## src/rtl/router_pkg.sv

```systemverilog
// Shared router definitions: header field layout, default widths and field helpers.
// Used by the packet FIFO, the router FSM and the register block.
package router_pkg;

    localparam int DATA_WIDTH_DEF = 8;
    localparam int HDR_LEN_LSB    = 2;
    localparam int HDR_DEST_W     = 2;

    // Fill-level width: one extra bit so a completely full FIFO is representable.
    function automatic int lvl_w(input int depth);
        return $clog2(depth) + 1;
    endfunction

    // Payload length field of a header word, zero-extended.
    function automatic logic [31:0] hdr_len(input logic [31:0] word);
        return word >> HDR_LEN_LSB;
    endfunction

    function automatic logic [HDR_DEST_W-1:0] hdr_dest(input logic [31:0] word);
        return word[HDR_DEST_W-1:0];
    endfunction

endpackage

```

## src/rtl/router_fifo_mem.sv

```systemverilog
// Storage array with one synchronous write port and one combinational read port.
// No reset: contents are only meaningful between the FIFO pointers.
module router_fifo_mem #(
    parameter int WIDTH = 9,
    parameter int DEPTH = 16,
    localparam int AW   = $clog2(DEPTH)
) (
    input  logic             clock,
    input  logic             wr_en,
    input  logic [AW-1:0]    wr_addr,
    input  logic [WIDTH-1:0] wr_data,
    input  logic [AW-1:0]    rd_addr,
    output logic [WIDTH-1:0] rd_data
);

    logic [WIDTH-1:0] mem_q [DEPTH];

    always_ff @(posedge clock) begin
        if (wr_en) begin
            mem_q[wr_addr] <= wr_data;
        end
    end

    assign rd_data = mem_q[rd_addr];

endmodule

```

## src/rtl/router_pkt_fifo.sv

```systemverilog
// Packet-aware output-channel FIFO; write visible to read one edge later, data_out registered one cycle.
// No backpressure: writes when full are dropped (overflow pulse), reads when empty are ignored (underflow pulse).
module router_pkt_fifo
    import router_pkg::*;
#(
    parameter int DATA_WIDTH = DATA_WIDTH_DEF,
    parameter int DEPTH      = 16,
    parameter int AFULL_LVL  = DEPTH - 2
) (
    input  logic                       clock,
    input  logic                       resetn,
    input  logic                       soft_reset,
    input  logic                       write_enb,
    input  logic                       lfd_state,
    input  logic [DATA_WIDTH-1:0]      data_in,
    input  logic                       read_enb,
    output logic [DATA_WIDTH-1:0]      data_out,
    output logic                       data_valid,
    output logic                       empty,
    output logic                       full,
    output logic                       almost_full,
    output logic [lvl_w(DEPTH)-1:0]    level,
    output logic [DATA_WIDTH-2:0]      pkt_remaining,
    output logic                       overflow,
    output logic                       underflow
);

    localparam int AW = $clog2(DEPTH);
    localparam int PW = lvl_w(DEPTH);
    localparam int CW = DATA_WIDTH - 1;
    localparam logic [PW-1:0] AFULL_L = PW'(AFULL_LVL);

    logic [PW-1:0]         wp_q, wp_d, rp_q, rp_d;
    logic [DATA_WIDTH-1:0] data_out_q, data_out_d;
    logic                  data_valid_q, data_valid_d;
    logic [CW-1:0]         pkt_q, pkt_d;
    logic                  ovf_q, ovf_d, unf_q, unf_d;
    logic [DATA_WIDTH:0]   rd_word;
    logic                  wr_acc, rd_acc;

    assign empty       = (wp_q == rp_q);
    assign full        = (wp_q[AW-1:0] == rp_q[AW-1:0]) && (wp_q[AW] != rp_q[AW]);
    assign level       = wp_q - rp_q;
    assign almost_full = (level >= AFULL_L);

    assign wr_acc = write_enb && !full && !soft_reset;
    assign rd_acc = read_enb && !empty && !soft_reset;

    router_fifo_mem #(
        .WIDTH (DATA_WIDTH + 1),
        .DEPTH (DEPTH)
    ) u_mem (
        .clock   (clock),
        .wr_en   (wr_acc),
        .wr_addr (wp_q[AW-1:0]),
        .wr_data ({lfd_state, data_in}),
        .rd_addr (rp_q[AW-1:0]),
        .rd_data (rd_word)
    );

    always_comb begin
        wp_d         = wp_q;
        rp_d         = rp_q;
        data_out_d   = data_out_q;
        data_valid_d = data_valid_q;
        pkt_d        = pkt_q;
        ovf_d        = 1'b0;
        unf_d        = 1'b0;
        if (soft_reset) begin
            wp_d         = '0;
            rp_d         = '0;
            data_out_d   = '0;
            data_valid_d = 1'b0;
            pkt_d        = '0;
        end else begin
            ovf_d = write_enb && full;
            unf_d = read_enb && empty;
            if (wr_acc) begin
                wp_d = wp_q + PW'(1);
            end
            if (rd_acc) begin
                rp_d         = rp_q + PW'(1);
                data_out_d   = rd_word[DATA_WIDTH-1:0];
                data_valid_d = 1'b1;
                if (rd_word[DATA_WIDTH]) begin
                    // Payload words plus the trailing parity word.
                    pkt_d = CW'(hdr_len(32'(rd_word[DATA_WIDTH-1:0]))) + CW'(1);
                end else if (pkt_q != '0) begin
                    pkt_d = pkt_q - CW'(1);
                end
            end else if (!read_enb && pkt_q == '0) begin
                // An underflowing read leaves data_out untouched; only a true idle clears it.
                data_out_d   = '0;
                data_valid_d = 1'b0;
            end
        end
    end

    always_ff @(posedge clock or negedge resetn) begin
        if (!resetn) begin
            wp_q         <= '0;
            rp_q         <= '0;
            data_out_q   <= '0;
            data_valid_q <= 1'b0;
            pkt_q        <= '0;
            ovf_q        <= 1'b0;
            unf_q        <= 1'b0;
        end else begin
            wp_q         <= wp_d;
            rp_q         <= rp_d;
            data_out_q   <= data_out_d;
            data_valid_q <= data_valid_d;
            pkt_q        <= pkt_d;
            ovf_q        <= ovf_d;
            unf_q        <= unf_d;
        end
    end

    assign data_out      = data_out_q;
    assign data_valid    = data_valid_q;
    assign pkt_remaining = pkt_q;
    assign overflow      = ovf_q;
    assign underflow     = unf_q;

endmodule

```

## config.mk

```make
export PLATFORM = sky130hd
export DESIGN_NAME = router_pkt_fifo
export DESIGN_NICKNAME = d
export VERILOG_FILES = /design/src/rtl/router_pkg.sv /design/src/rtl/router_fifo_mem.sv /design/src/rtl/router_pkt_fifo.sv
export SDC_FILE = /design/constraint.sdc
export NUM_CORES = 1
export LEC_CHECK = 0
export CAP_MARGIN = 10
export CORE_MARGIN = 1
export CORE_UTILIZATION = 35
export DETAILED_ROUTE_END_ITERATION = 8
export PLACE_DENSITY = 0.57
export SYNTH_ARGS = -nofsm -noshare
export SYNTH_HDL_FRONTEND = slang
export SYNTH_HIERARCHICAL = 1
export SYNTH_SLANG_ARGS = --single-unit
```

## constraint.sdc

```tcl
create_clock -name clock -period 8.4 [get_ports clock]
set_clock_uncertainty 0.15 [all_clocks]
set_input_delay 1.68 -clock clock [delete_from_list [all_inputs] [get_ports clock]]
set_output_delay 1.68 -clock clock [all_outputs]
set_load 0.1 [all_outputs]
```

==> impl_metrics.py <==
metrics = {
    "status": {
        "status": "complete, no violations",
    },
    "timing": {
        "period_minus_slack_ps": 5638,
        "hold_viol_final": 0,
        "setup_tns_ps": 0,
        "fmax_mhz": 177.4,
        "relSlewSlack_pct": 26.72,
        "drv_slew": 0,
        "holdWs_ps": 332.3,
        "finalSetupViolations": 0,
        "rsz0062_at_grt": "no",
        "period_share_pct": 67.11,
        "worst_pin_slew_ps": 1095,
    },
    "synthesis": {
        "ys.flop_type": "edfxtp_1",
        "synth-edff-count": 144,
        "synth_cells": 415,
        "syn-num-nets": 439,
        "synth_warnings": 6,
        "ys_seq_area_share_pct": 68.52,
        "synth-seq-cells": 172,
        "synthesis.area_um2": 7333,
        "ys_types": 55,
        "synth_async_sr_flop_share_pct": 16.28,
        "avgSynthCellArea_um2": 17.67,
    },
    "worst_setup_path": {
        "worstSetupPathType": "reg2out",
        "worstPathMaxFanout": 40,
        "worstPathArrival_ps": 3810,
        "crit_chain": "buf_4, ha_1, inv_1, fa_1, a21o_1, a21oi_1, xnor2_1, o31ai_1, clkdlybuf4s50_1",
        "r2r_start": "rp_q[0]",
        "cp_data_required_time_ps": 6570,
        "reg2reg_to": "u_mem/mem_q[1][1]",
        "endpoint_kind": "primary output",
        "slowest_delay_ps": 1170,
        "rrSetupSlack_ps": 4480,
        "cp_slowest_cell": "clkdlybuf4s50_1",
        "rr_worst_depth": 7,
        "cp-start-kind": "flop",
    },
    "job": {
        "drv_cap": 0,
    },
    "clock_tree": {
        "cts_buffers": 17,
        "clock-root-buffer": "clkbuf_16",
        "cts_resized": 0,
        "clock_sinks": 172,
        "clock_latency_ps": 410,
        "cts_hold_buf": 0,
        "cts_buffer_depth": 2,
        "clk_pin_slew_ps": 60,
        "cts_tree": "built",
        "htreeDepth": 4,
        "postCtsSetupRepairBufs": 0,
    },
    "detailed_routing": {
        "ant_nets": 0,
        "drt_iter0_drc": 202,
        "remaining_drc_errors": 0,
        "wire_per_inst_um": 19.76,
        "wl_mm": 14.74,
        "first_pass_iters": 5,
        "viasPerCell": 5.213,
        "vias": 3889,
    },
    "global_route": {
        "first_global_vias": 4007,
        "antenna_found_initial": 0,
        "track_usage_pct": 14.78,
        "grt_max_degree": 41,
        "grt_pass1_wl_mm": 23.72,
        "grt_overflow": 0,
    },
    "cells_and_area": {
        "fin_cells": 746,
        "area_growth_pct": 15.87,
        "drive_gt1_share_pct": 12.61,
        "fillers": 1812,
        "final_nets": 487,
        "diodes": 0,
        "finish.utilization_pct": 41.72,
    },
    "pwr": {
        "p_total_uw": 2280,
        "peakVddDrop_uv": 131.8,
        "power_density_nw_per_um2": 268.3,
        "leakage_uw": 0.002848,
    },
    "die": {
        "die_y_um": 146.8,
        "die_w_um": 146.8,
        "start_util_pct": 36.01,
        "core_area_um2": 20360,
        "rows": 52,
        "io_pins": 40,
        "die_area_um2": 21540,
    },
    "worst_hold_path": {
        "hold_path.class": "reg2reg",
        "holdPathEnd": "data_valid",
        "worstHoldStart": "data_valid",
        "whs_path_depth": 1,
    },
    "placed_design": {
        "port_buffers": 39,
        "place_congestion": 0.8253,
        "dp_cells": 714,
        "dpl.hpwl_mm": 9.695,
    },
}
## flip-flops by register name (all words and copies together) (netlist names)
name,flops
wp_q,5
rp_q,5
overflow,1
underflow,1
data_out,8
u_mem/mem_q,144
data_valid,1
pkt_remaining,7
## worst max-delay path: cells and delay by family, from the launching register on
kind,cells,cell delay (ps)
buffers and inverters,3,1820
adder cells (fa/ha/maj),2,700
AO/OA/AOI/OAI,3,410
flip-flops,1,340
XOR/XNOR,1,110
## through the flow
stage,worst slack [ps],area (um^2)
after floorplan,1531,7333
after global placement,3195,7986
after detailed placement,3140,7986
after CTS,2693,8497
after global routing,2554,8497
final,2762,8497
## kinds of logic after synthesis
logic type	share of synthesized area [%]
buf+inv	2.440
compound gates	7.046
fa+ha+maj	1.809
xor+xnor	1.928
simple gates	5.886
mux	12.37
flops	68.52
## routing by layer
| layer | GRT usage (%) | wire length (um) | part of all wire [%] |
|---|---|---|---|
| met1 | 19.42 | 6584 | 45 |
| met2 | 24.38 | 7333 | 50 |
| met3 | 3.602 | 653 | 4.4 |
| met4 | 4.167 | 169 | 1.1 |
| met5 | 0 | 0 | 0 |
## placed cells by master (no fill, tap or decap), types with 3 or more instances in the layout
master / netlist / layout
nand3b_1: 3 / 3
mux2i_1: 4 / 4
mux4_1: 15 / 15
a22o_1: 10 / 10
o21ai_0: 5 / 5
ha_1: 9 / 9
a22oi_1: 18 / 18
clkdlybuf4s50_1: 0 / 39
nand2_1: 18 / 18
mux4_2: 21 / 21
o211ai_1: 4 / 4
nand3_1: 6 / 6
inv_6: 0 / 3
nor2_1: 28 / 28
xnor2_1: 6 / 6
inv_1: 14 / 14
dfrtp_1: 28 / 27
nand2b_1: 4 / 4
a21oi_1: 7 / 7
clkinvlp_4: 0 / 3
nor3_1: 4 / 3
o21ai_1: 4 / 4
a32o_1: 4 / 4
edfxtp_1: 144 / 144
xor2_1: 7 / 7
buf_4: 1 / 6
or3_1: 3 / 3
clkinv_1: 0 / 3
clkbuf_16: 0 / 17
clkbuf_1: 5 / 4
## power by group
| group | internal (uW) | switching, uW |
|---|---|---|
| clock | 377 | 312 |
| sequential | 950 | 21.6 |
| combinational | 201 | 419 |
## layout make-up
cell class | instances | area [um^2] | area share (%)
flip-flops and latches | 172 | 5026 | 59.15
multi-input cells | 213 | 2135 | 25.12
clock buffers | 21 | 440.4 | 5.183
repair buffers | 45 | 435.4 | 5.124
well taps | 270 | 337.8 | 3.976
clock inverters | 11 | 70.07 | 0.8246
inverters | 14 | 52.55 | 0.6185
## Yosys cell counts (2+ instances only)
library cell / number / share of area (%)
mux4_2: 21 / 6.4
and3_1: 2 / 0.17
or3_1: 3 / 0.26
a211oi_1: 2 / 0.20
xnor2_1: 6 / 0.72
ha_1: 9 / 1.5
buf_6: 3 / 0.46
nand3_1: 6 / 0.41
dfrtp_1: 28 / 9.6
mux2i_1: 4 / 0.55
or4_1: 2 / 0.20
nor2_1: 28 / 1.4
nand2b_1: 4 / 0.34
xor2_1: 7 / 0.84
inv_1: 14 / 0.72
and4_1: 2 / 0.24
mux4_1: 15 / 5.4
buf_2: 3 / 0.20
a21o_1: 2 / 0.20
a22o_1: 10 / 1.2
clkbuf_1: 5 / 0.26
o211ai_1: 4 / 0.41
nor2b_1: 2 / 0.17
o21ai_0: 5 / 0.34
nand2_1: 18 / 0.92
a32o_1: 4 / 0.55
and2_1: 2 / 0.17
nand3b_1: 3 / 0.31
o31ai_1: 2 / 0.20
o21ai_1: 4 / 0.27
a21boi_0: 2 / 0.20
edfxtp_1: 144 / 59
nor3_1: 4 / 0.27
a22oi_1: 18 / 1.8
a21oi_1: 7 / 0.48
## how the worst max path moves through the flow
stage | from | end | slack [ps]
4_1_cts | rp_q[0] | almost_full | 2690
3_5_place_dp | rp_q[0] | almost_full | 3140
3_3_place_gp | rp_q[0] | almost_full | 3190
6_report | rp_q[0] | almost_full | 2760
2_1_floorplan | wp_q[0] | almost_full | 1530
5_1_grt | rp_q[0] | almost_full | 2550
(Power assumes the default switching activity.)
==> edit, RTL diff (same flow settings) <==
`DEPTH` is set to 16 in 2 places; all go to 32.
--- a/src/rtl/router_fifo_mem.sv
+++ b/src/rtl/router_fifo_mem.sv
@@ -2,7 +2,7 @@
 // No reset: contents are only meaningful between the FIFO pointers.
 module router_fifo_mem #(
     parameter int WIDTH = 9,
-    parameter int DEPTH = 16,
+    parameter int DEPTH = 32,
     localparam int AW   = $clog2(DEPTH)
 ) (
     input  logic             clock,
--- a/src/rtl/router_pkt_fifo.sv
+++ b/src/rtl/router_pkt_fifo.sv
@@ -4,7 +4,7 @@
     import router_pkg::*;
 #(
     parameter int DATA_WIDTH = DATA_WIDTH_DEF,
-    parameter int DEPTH      = 16,
+    parameter int DEPTH      = 32,
     parameter int AFULL_LVL  = DEPTH - 2
 ) (
     input  logic                       clock,
Interface: changed (resized level); port bits go from 40 to 41. No check against the original RTL was run, so the function may have changed too.
==> edit against the unedited design <==
Setup slack lost 280 ps. Power grew 71%. Die area grew 75%. Sequential cell count grew 146. Final area grew 77%. Synthesized area grew 76%. Wire length grew 86%.
==> edit: results (changes against the unedited design) <==
worst_hold_path:
  worstHoldEndpoint: "data_valid"
place:
  routabilityCongestion: 0.866  # +4.9%
  place_hpwl_um: 17500  # +80%
  post-place-ws_ps: 2930  # -213 ps
  place_inst: 1130  # +58%
  dpl-instance-area_sq_mm: 0.0138  # +73%
  port_buffers: 40  # +2.6%
sta:
  slew_violations: 0  # unchanged
  tightest_slew_ps: 1160  # +60.4 ps
  fin_hold_ws_ps: 339  # +6.68 ps
synthesis:
  async_flop_share: 0.0943  # -0.0685
  synth_edf_count: 288  # +100%
  yosysSeqAreaShare: 0.726  # +0.0412
  ys_warn_count: 6  # unchanged
  synth.avg_cell_area_sq_um: 20.1  # +14%
  synth.distinct_cells: 51  # -7.3%
  synth_nets: 668  # +52%
  yosys-top-cells-count: "edfxtp_1 (288), mux4_2 (90), nor2_1 (53), dfrtp_1 (30), inv_1 (14)"
  synth_area_leaders: "edfxtp_1 (67%), mux4_2 (16%), dfrtp_1 (5.8%)"
clock_network:
  cts_setup_buffers: 0  # unchanged
  clockBufferDepth: 3  # +1
  h-tree-depth: 2  # -2
  clkLatencyLatePin_ps: 510  # +100 ps
  cts_made_buffers: 35  # +18
  cts_resized: 0  # unchanged
critical_path:
  r2r_setup_slack_ps: 3940  # -540 ps
  crit_family: "buffers and inverters"
  crit_path_max_incr_delay_ps: 1130  # -40 ps
  reg2reg_depth: 8  # +1
  reg2reg_from: "rp_q[4]"
  r2r-end: "u_mem/mem_q[12][7]"
drt:
  viasPerCell: 5.33  # +2.2%
  drt_iter0_drc: 563  # +180%
  vias: 6369  # +64%
  firstDrtPassIters: 4  # -1
  drt-total-wl_um: 27500  # +86%
global_route:
  grt_usage: 0.150  # +0.00200
  grt_pass1_vias: 6692  # +67%
  grt_pass1_wl_um: 42500  # +79%
power_and_ir_drop:
  power_leakage_nw: 4.73  # +66%
  peakVddDrop_mv: 0.148  # +12%
  p_sw_mw: 1.03  # +37%
  combPwrFrac: 0.165  # -0.107
final_layout:
  layout-drive-gt1-share: 0.236  # +0.110
  antenna_cells: 0  # unchanged
  largest_reg_flops: 288  # +100%
  finalNetCount: 729  # +50%
  n_fill_cell: 3114  # +72%
run_status:
  outcome: "complete, no violations"
## edit: worst max-delay path by stage
stage                     startpoint           to  slack, ps  cells after the start
after detailed placement     rp_q[0]  almost_full       2930                      8
after CTS                    rp_q[0]  almost_full       2370                      8
final                        rp_q[0]  almost_full       2480                      8
after floorplan              wp_q[0]  almost_full       2850                      8
after global placement       rp_q[0]  almost_full       3000                      8
after global routing         rp_q[0]  almost_full       2230                      8
## edit: cells by family after synthesis
| logic type | Yosys count | share of synthesized area |
|---|---|---|
| DFF | 318 | 0.726 |
| AOI/OAI and AO/OA | 44 | 0.0260 |
| adders and majority gates | 11 | 0.0112 |
| buffers and inverters | 43 | 0.0160 |
| xor gates and xnor gates | 16 | 0.0114 |
| muxes | 102 | 0.167 |
| and+or+nand+nor | 109 | 0.0422 |
## edit: routing by layer
layer  track usage  part of all wire  up-vias
li1              -                 -     2760
met1         0.213              0.46     3403
met2         0.239              0.48      173
met3        0.0254             0.047       33
met4        0.0409             0.022        0
met5             0                 0        -
## edit: area by class of cell
type                       count  share of cell area
clock buffer                  46              0.0624
timing repair buffer          53              0.0373
clock inverter                15              0.0107
inverter                      14             0.00349
sequential                   318               0.625
tap                          468              0.0389
multi-input combinational    282               0.222
## edit: per-stage QoR
| step | power (mW) | utilization |
|---|---|---|
| floorplan | 2.30 | - |
| global placement | 2.45 | 0.379 |
| detailed placement | 2.47 | 0.379 |
| CTS | 3.93 | 0.409 |
| global route | 4.03 | 0.412 |
| finish | 3.90 | 0.412 |
## edit: power groups by stage
stage	logic [mW]	clock network [mW]	registers (mW)
5_1_grt	0.679	1.56	1.79
4_1_cts	0.642	1.50	1.79
3_3_place_gp	0.632	0	1.82
6_report	0.643	1.46	1.79
3_5_place_dp	0.640	0	1.83
2_1_floorplan	0.409	0	1.89
